File: src/rtl/access_pkg.sv
// Shared definitions for the access controller: FSM state encodings and field widths.
// Ports: none (package).
// Imported by access_ctrl and cycle_timer.
package access_pkg;

  // 3-bit state encodings; codes 5..7 are unused and recover to COLLECT.
  typedef logic [2:0] state_t;

  localparam state_t ST_COLLECT = 3'd0;
  localparam state_t ST_CHECK   = 3'd1;
  localparam state_t ST_FAIL    = 3'd2;
  localparam state_t ST_LOCK    = 3'd3;
  localparam state_t ST_GAME    = 3'd4;

  localparam int DIGIT_W = 4;  // width of one password digit
  localparam int IDX_W   = 2;  // digit index 0..3
  localparam int FCNT_W  = 2;  // consecutive failure count 0..3

  function automatic int max_int(input int a, input int b);
    return (a > b) ? a : b;
  endfunction

endpackage

File: src/rtl/cycle_timer.sv
// Loadable down-counter with terminal-count flag; shared by the lockout and inactivity timers.
// Ports: i_clk/i_rst_n clock and async active-low reset, i_load/i_load_val preset,
//        i_en count enable, o_tc high while the count is zero.
module cycle_timer #(
  parameter int W = 6
) (
  input  logic         i_clk,
  input  logic         i_rst_n,
  input  logic         i_load,
  input  logic [W-1:0] i_load_val,
  input  logic         i_en,
  output logic         o_tc
);

  logic [W-1:0] r_count;

  // Load wins over enable; the count parks at zero instead of wrapping.
  always_ff @(posedge i_clk or negedge i_rst_n) begin
    if (!i_rst_n) begin
      r_count <= '0;
    end else if (i_load) begin
      r_count <= i_load_val;
    end else if (i_en && (r_count != '0)) begin
      r_count <= r_count - W'(1);
    end
  end

  assign o_tc = (r_count == '0);

endmodule

File: src/rtl/access_ctrl.sv
// Four-digit password gate with failure lockout and game-mode inactivity timeout.
// Ports: CLK, RST (async active-low); enter_pulse/logout_pulse/digit_in inputs;
//        game_en, locked, login_fail, timed_out, digit_idx, fail_cnt outputs (all registered/Moore).
module access_ctrl
  import access_pkg::*;
#(
  parameter logic [3:0] PW0            = 4'h1,
  parameter logic [3:0] PW1            = 4'h2,
  parameter logic [3:0] PW2            = 4'h3,
  parameter logic [3:0] PW3            = 4'h4,
  parameter int         MAX_FAILS      = 3,
  parameter int         LOCK_CYCLES    = 16,
  parameter int         TIMEOUT_CYCLES = 64
) (
  input  logic               CLK,
  input  logic               RST,
  input  logic               enter_pulse,
  input  logic               logout_pulse,
  input  logic [DIGIT_W-1:0] digit_in,
  output logic               game_en,
  output logic               locked,
  output logic               login_fail,
  output logic               timed_out,
  output logic [IDX_W-1:0]   digit_idx,
  output logic [FCNT_W-1:0]  fail_cnt
);

  // One timer serves both LOCK and GAME since those states never overlap.
  localparam int TIMER_W = $clog2(max_int(LOCK_CYCLES, TIMEOUT_CYCLES));
  // Loading N-1 and running down to zero gives exactly N cycles in the state.
  localparam logic [TIMER_W-1:0] LOCK_LOAD    = TIMER_W'(LOCK_CYCLES - 1);
  localparam logic [TIMER_W-1:0] TIMEOUT_LOAD = TIMER_W'(TIMEOUT_CYCLES - 1);
  localparam logic [FCNT_W-1:0]  MAX_FAILS_C  = FCNT_W'(MAX_FAILS);

  state_t              r_state;
  logic [IDX_W-1:0]    r_digit_idx;
  logic [FCNT_W-1:0]   r_fail_cnt;
  logic                r_match;
  logic                r_timed_out;

  state_t              w_state_nxt;
  logic [IDX_W-1:0]    w_idx_nxt;
  logic [FCNT_W-1:0]   w_fcnt_nxt;
  logic                w_match_nxt;
  logic                w_timed_out_nxt;
  logic [DIGIT_W-1:0]  w_pw_digit;
  logic [FCNT_W-1:0]   w_fail_inc;
  logic                w_tmr_load;
  logic [TIMER_W-1:0]  w_tmr_val;
  logic                w_tmr_en;
  logic                w_tmr_tc;

  always_comb begin
    w_pw_digit = PW0;
    case (r_digit_idx)
      2'd0:    w_pw_digit = PW0;
      2'd1:    w_pw_digit = PW1;
      2'd2:    w_pw_digit = PW2;
      default: w_pw_digit = PW3;
    endcase
  end

  assign w_fail_inc = (r_fail_cnt == 2'd3) ? 2'd3 : r_fail_cnt + 2'd1;

  always_comb begin
    w_state_nxt     = r_state;
    w_idx_nxt       = r_digit_idx;
    w_fcnt_nxt      = r_fail_cnt;
    w_match_nxt     = r_match;
    w_timed_out_nxt = 1'b0;
    w_tmr_load      = 1'b0;
    w_tmr_val       = TIMEOUT_LOAD;
    w_tmr_en        = 1'b0;
    case (r_state)
      ST_COLLECT: begin
        if (enter_pulse) begin
          w_match_nxt = r_match & (digit_in == w_pw_digit);
          if (r_digit_idx == 2'd3) begin
            w_idx_nxt   = '0;
            w_state_nxt = ST_CHECK;
          end else begin
            w_idx_nxt = r_digit_idx + 2'd1;
          end
        end
      end
      ST_CHECK: begin
        w_match_nxt = 1'b1;
        if (r_match) begin
          w_state_nxt = ST_GAME;
          w_fcnt_nxt  = '0;
          w_tmr_load  = 1'b1;
          w_tmr_val   = TIMEOUT_LOAD;
        end else begin
          w_state_nxt = ST_FAIL;
        end
      end
      ST_FAIL: begin
        w_fcnt_nxt = w_fail_inc;
        if (w_fail_inc == MAX_FAILS_C) begin
          w_state_nxt = ST_LOCK;
          w_tmr_load  = 1'b1;
          w_tmr_val   = LOCK_LOAD;
        end else begin
          w_state_nxt = ST_COLLECT;
        end
      end
      ST_LOCK: begin
        if (w_tmr_tc) begin
          w_state_nxt = ST_COLLECT;
          w_fcnt_nxt  = '0;
        end else begin
          w_tmr_en = 1'b1;
        end
      end
      ST_GAME: begin
        // Logout has priority over both activity and timeout.
        if (logout_pulse) begin
          w_state_nxt = ST_COLLECT;
          w_idx_nxt   = '0;
        end else if (enter_pulse) begin
          w_tmr_load = 1'b1;
          w_tmr_val  = TIMEOUT_LOAD;
        end else if (w_tmr_tc) begin
          w_state_nxt     = ST_COLLECT;
          w_idx_nxt       = '0;
          w_timed_out_nxt = 1'b1;
        end else begin
          w_tmr_en = 1'b1;
        end
      end
      default: begin
        w_state_nxt = ST_COLLECT;
        w_idx_nxt   = '0;
        w_match_nxt = 1'b1;
      end
    endcase
  end

  always_ff @(posedge CLK or negedge RST) begin
    if (!RST) begin
      r_state     <= ST_COLLECT;
      r_digit_idx <= '0;
      r_fail_cnt  <= '0;
      r_match     <= 1'b1;
      r_timed_out <= 1'b0;
    end else begin
      r_state     <= w_state_nxt;
      r_digit_idx <= w_idx_nxt;
      r_fail_cnt  <= w_fcnt_nxt;
      r_match     <= w_match_nxt;
      r_timed_out <= w_timed_out_nxt;
    end
  end

  cycle_timer #(
    .W (TIMER_W)
  ) u_timer (
    .i_clk      (CLK),
    .i_rst_n    (RST),
    .i_load     (w_tmr_load),
    .i_load_val (w_tmr_val),
    .i_en       (w_tmr_en),
    .o_tc       (w_tmr_tc)
  );

  assign game_en    = (r_state == ST_GAME);
  assign locked     = (r_state == ST_LOCK);
  assign login_fail = (r_state == ST_FAIL);
  assign timed_out  = r_timed_out;
  assign digit_idx  = r_digit_idx;
  assign fail_cnt   = r_fail_cnt;

endmodule

File: config.mk
export PLATFORM = sky130hd
export DESIGN_NAME = access_ctrl
export DESIGN_NICKNAME = d
export VERILOG_FILES = /design/src/rtl/access_pkg.sv /design/src/rtl/cycle_timer.sv /design/src/rtl/access_ctrl.sv
export SDC_FILE = /design/constraint.sdc
export NUM_CORES = 1
export LEC_CHECK = 0
export ABC_CLOCK_PERIOD_IN_PS = 3000
export BUFFER_PORTS_ARGS = -buffer_cell sky130_fd_sc_hd__buf_4
export CORE_ASPECT_RATIO = 0.9
export CORE_MARGIN = 2
export CORE_UTILIZATION = 40
export CTS_BUF_LIST = sky130_fd_sc_hd__clkbuf_4 sky130_fd_sc_hd__clkbuf_8 sky130_fd_sc_hd__clkbuf_16
export CTS_CLUSTER_DIAMETER = 120
export CTS_CLUSTER_SIZE = 16
export DETAILED_ROUTE_END_ITERATION = 8
export PLACE_DENSITY = 0.7
export SETUP_SLACK_MARGIN = 0.4
export SLEW_MARGIN = 20
export SYNTH_ARGS = -nofsm -noshare
export SYNTH_HDL_FRONTEND = slang
export SYNTH_SLANG_ARGS = --single-unit
export TNS_END_PERCENT = 10
File: constraint.sdc
create_clock -name CLK -period 3 [get_ports CLK]
set_input_delay 0.6 -clock CLK [delete_from_list [all_inputs] [get_ports CLK]]
set_output_delay 0.6 -clock CLK [all_outputs]
set_load 0.05 [all_outputs]
Word-level counts from Yosys, hierarchy flattened
Index checks and enable logic that the tools add are counted.

word-level totals
  output and inout port bits = 8
  input bits = 8
  flip-flop bits (word level) = 15
  word-level logic and storage cells = 78

cells by class
  equal/unequal tests = 16
  muxes and demuxes = 37
  reductions and logical operators = 13
  bitwise logic cells = 3
  add/sub/neg operators = 3

operators with widths
  kind                                                                      number
  6-bit two-way mux                                                         4
  3-bit two-way mux                                                         6
  2-bit two-way mux                                                         8
  3-bit case mux with 5 select lines                                        1
  1-bit two-way mux                                                         12
  2-bit case mux with 3 select lines                                        2
  3-bit case mux with 3 select lines                                        1
  2-bit == test (second input constant)                                     4
  3-bit by 2-bit == test with 1-bit output (second input constant)          2
  6-bit logical NOT                                                         1
  2-bit inequality test (second input constant)                             3
  3-bit AND reduction                                                       2
  6-bit nonzero test                                                        1
  3-bit OR reduction                                                        2
  6-bit by 1-bit subtractor with 6-bit output (second input constant)       1
  2-bit by 1-bit adder with 2-bit output (second input constant)            2
  4-bit == test                                                             1
  1-bit case mux with 2 select lines                                        2
  4-bit AND reduction                                                       1
  3-bit by 1-bit == test with 1-bit output (second input constant)          1
  3-bit == test (second input constant)                                     1
  3-bit logical NOT                                                         1
  3-bit by 2-bit inequality test with 1-bit output (second input constant)  1
  3-bit inequality test (second input constant)                             1
  10 further kinds                                                          11

Longest topological paths before layout
  depth after elaboration = 8
  mapped depth = 6
  mapped depth without buffers = 6

Cells and area by module
A second synthesis with hierarchy kept.

second synthesis, totals
  cells, all modules = 111
  area total of the unflattened synthesis = 1,001.0 um^2

by module, submodules not included
  module       area an instance (um^2)  times used  cells an instance  seq. area each (um^2)
  access_ctrl  605.6                    1           67                 226.5
  cycle_timer  395.4                    1           44                 150.1

Least setup slack after synthesis
OpenSTA, ideal clock, no wires.

  kind = register -> output
  start point = register r_state[0]
  end point = output login_fail
  cell stages (with the launch flop) = 2
  setup slack = 0.696 ns
  buffers on the path = 0
  arrival = 1.704 ns
  data required time = 2.400 ns
  cell sequence = dfrtp_1 > nor3b_1

on the way
  word-level cells in the longest chain between the ends = 1

RTL lines
  element                                   RTL line            source
  start, declared                           access_ctrl.sv:35   state_t r_state;
  start signal, assigned                    access_ctrl.sv:147  r_state <= w_state_nxt;
  3-bit by 2-bit == test with 1-bit output  access_ctrl.sv:168  assign login_fail = (r_state == ST_FAIL);
  end, declared                             access_ctrl.sv:22   output logic login_fail,

Every way passes these cells.

Worst setup path in the final report
  start point = register r_state[1]
  end point = output login_fail

Same word-level chain as after synthesis.

==> flow_summary_export.csv <==
group,metric,value,unit
timing,max_slew_margin,67.8,%
placement,gp_congestion,0.846,
routing,post_drt_wl_per_cell,14.1,um
routing,viasPerCell,5.79,
synth,syn_nets,113,
die,dieArea,2720,um2
clock_network,path_clk_slew,90,ps
layout,finalInstanceArea,1090,um2
layout,finish.net_count,129,
power_and_ir_drop,comb_power_share,52.4,%
clock_network,cts_hold_buf,0,
placement,place_area,1060,um2
worst_setup_path,path_class,"reg -> out",
timing,worstMarginPinSlew,482,ps
layout,final_cell_mix,"buf_4 (15), dfrtp_1 (14), inv_1 (9), nor2_1 (9), a31oi_1 (8)",
global_route,grt_remaining_overflow,0,
layout,drive_gt1_share,22.4,%
synth,synth_cells,101,
worst_setup_path,cp.arrival,1660,ps
layout,diodes,0,
timing,rsz0062_at_grt,"false",
synth,synth_warnings,0,
routing,num_vias,828,
global_route,grt_max_degree,16,
min_path,hold_class,"in -> async",
global_route,grt_util_all_layers,18.0,%
die,start_util,42.5,%
placement,hpwl,1500,um
power_and_ir_drop,p_leak,0.483,nW
timing,layout_min_cycle_time,2260,ps
timing,fin_skew,1.30,ps
routing,drt-pass1-iter-count,4,
timing,maxSlewViolCount,0,
layout,final_common_cell,"buf_4",
layout,final_util,49.8,%
timing,max_freq,0.442,GHz
routing,finalWirelength,2010,um
power_and_ir_drop,p_clk_share,10.7,%
synth,synth-seq-area-share,40.6,%
clock_network,cts_setup_buffers,0,
timing,final.setup.worst_slack,737,ps
die,fp-row-count,16,
routing,drtIter0Drc,14,
placement,port_buffers,15,
power_and_ir_drop,ir_drop,0.683,mV
synth,netlist-cell-type-count,37,
synth,ys_ff_latch,15,
routing,drtAntennaViolNets,0,
placement,pre_cts_slack,1060,ps
worst_setup_path,r2r_slack,1110,ps
die,die_w,54.8,um
die,ioPinCount,16,
synth,synth.largest_area_cell,"dfrtp_1",
synth,synth_edf_count,0,
power_and_ir_drop,swShare,48.8,%
synth,ys_async_sr_fraction,100,%
layout,fin_cells,143,
worst_setup_path,r2r_cells,6,
routing,drc_errors,0,
timing,fin_tns_setup,0,ps
clock_network,numCtsBuffers,3,
global_route,first_global_vias,810,
synth,avgSynthCellArea,9.19,um2
clock_network,cts_tree,"yes",
worst_setup_path,critPathMaxFanout,13,
status,status,"finished clean",
worst_setup_path,worst_setup_path_end_kind,"primary output",
power_and_ir_drop,intPower,0.561,mW
layout,syn_to_final_growth,17.1,%
synth,synthFlopType,"dfrtp_1",
global_route,grt_pass1_wl,3530,um
power_and_ir_drop,power.switching,0.534,mW
placement,placed_cells,139,
worst_setup_path,r2r-end,"fail_cnt[0]",
timing,hold_viol,0,
worst_setup_path,critPathLaunchType,"flip-flop",
worst_setup_path,r2r-start,"u_timer.r_count[0]",
flow_run,drv_cap,0,
timing,setup_viol,0,
die,core_area,2180,um2
timing,final.period_utilization,75.4,%
clock_network,root_buffer,"clkbuf_4",
clock_network,ctsResizeCount,0,
clock_network,htree_levels,1,
power_and_ir_drop,powerDensity,1010,nW/um2
die,fp.dieH,49.7,um
synth,yosys.area.top_type_share,37.7,%
synth,netlist_area,928,um2
global_route,antenna_found_initial,0,
synth,synth.top_cells.by_area,"dfrtp_1 (38%), a31oi_1 (5.4%), ha_1 (5.4%)",
clock_network,clock_latency,290,ps
power_and_ir_drop,pwr-share-seq,37.0,%
worst_setup_path,worstPathRequired,2400,ps
clock_network,clock_path_buffers,2,
clock_network,cts.sinks,15,
## how the worst max path moves through the flow
stage | from | depth (start not counted) | end | slack (ps)
4_1_cts | r_state[1] | 2 | login_fail | 730
5_1_grt | r_state[1] | 2 | login_fail | 610
3_5_place_dp | r_state[1] | 2 | login_fail | 1060
3_3_place_gp | logout_pulse | 5 | u_timer.r_count[5] | 1100
6_report | r_state[1] | 2 | login_fail | 740
2_1_floorplan | r_state[0] | 1 | login_fail | 700
## per-layer routing
metal	global-route usage [%]	wire length, um
met5	0	0
met4	7.08	19
met3	7.58	180
met2	26.0	925
met1	23.3	889
## power groups by stage
stage | Clock [mW] | Sequential, mW | Combinational, mW
floorplan | 0 | 0.438 | 0.381
global placement | 0 | 0.397 | 0.559
detailed placement | 0 | 0.404 | 0.577
CTS | 0.122 | 0.402 | 0.578
global route | 0.136 | 0.422 | 0.631
finish | 0.117 | 0.405 | 0.574
## synthesized netlist by cell type (2+ instances only)
| cell | n |
|---|---|
| a31oi_1 | 8 |
| nand2_1 | 2 |
| clkbuf_1 | 3 |
| dfrtp_1 | 14 |
| nand3b_1 | 2 |
| nor2b_1 | 3 |
| and2_1 | 3 |
| nand3_1 | 2 |
| a21oi_1 | 5 |
| or4_1 | 2 |
| nand4b_1 | 3 |
| xor2_1 | 2 |
| o21ai_0 | 6 |
| nor2_1 | 9 |
| ha_1 | 4 |
| nor3b_1 | 2 |
| inv_1 | 9 |
| nor3_1 | 3 |
## cell type report
cell class | count | area, um2
fill | 201 | 1090
clock inverter | 1 | 5.00
inverter | 9 | 33.8
timing repair buffer | 15 | 113
clock buffer | 3 | 22.5
multi-input combinational | 73 | 503
tap | 27 | 33.8
sequential | 15 | 377
## registers in the layout, indices dropped and copies added (netlist names)
signal,count
timed_out,1
r_match,1
u_timer.r_count,6
r_state,3
digit_idx,2
fail_cnt,2
## metrics by stage
stage / total power [mW] / hold WS [ps]
after floorplan: 0.819 / 304
after global placement: 0.956 / 468
after detailed placement: 0.981 / 469
after CTS: 1.10 / 149
after global routing: 1.19 / 138
final: 1.10 / 148
## critical path, stage by stage, from the launching register on
cell     delay [ps]
dfrtp_1         610
nor3b_1         480
buf_4           290
## cell families (layout without fill, tap and decap cells)
| family | Yosys count | count (layout) | share of synthesized area (%) |
|---|---|---|---|
| fa+ha+maj | 4 | 4 | 5.39 |
| xor+xnor | 3 | 3 | 2.83 |
| flops | 15 | 15 | 40.6 |
| mux | 1 | 1 | 1.08 |
| compound gates | 27 | 27 | 18.7 |
| buf+inv | 13 | 28 | 5.26 |
| simple gates | 38 | 38 | 26.1 |
Power figures use the tool's default switching activity.
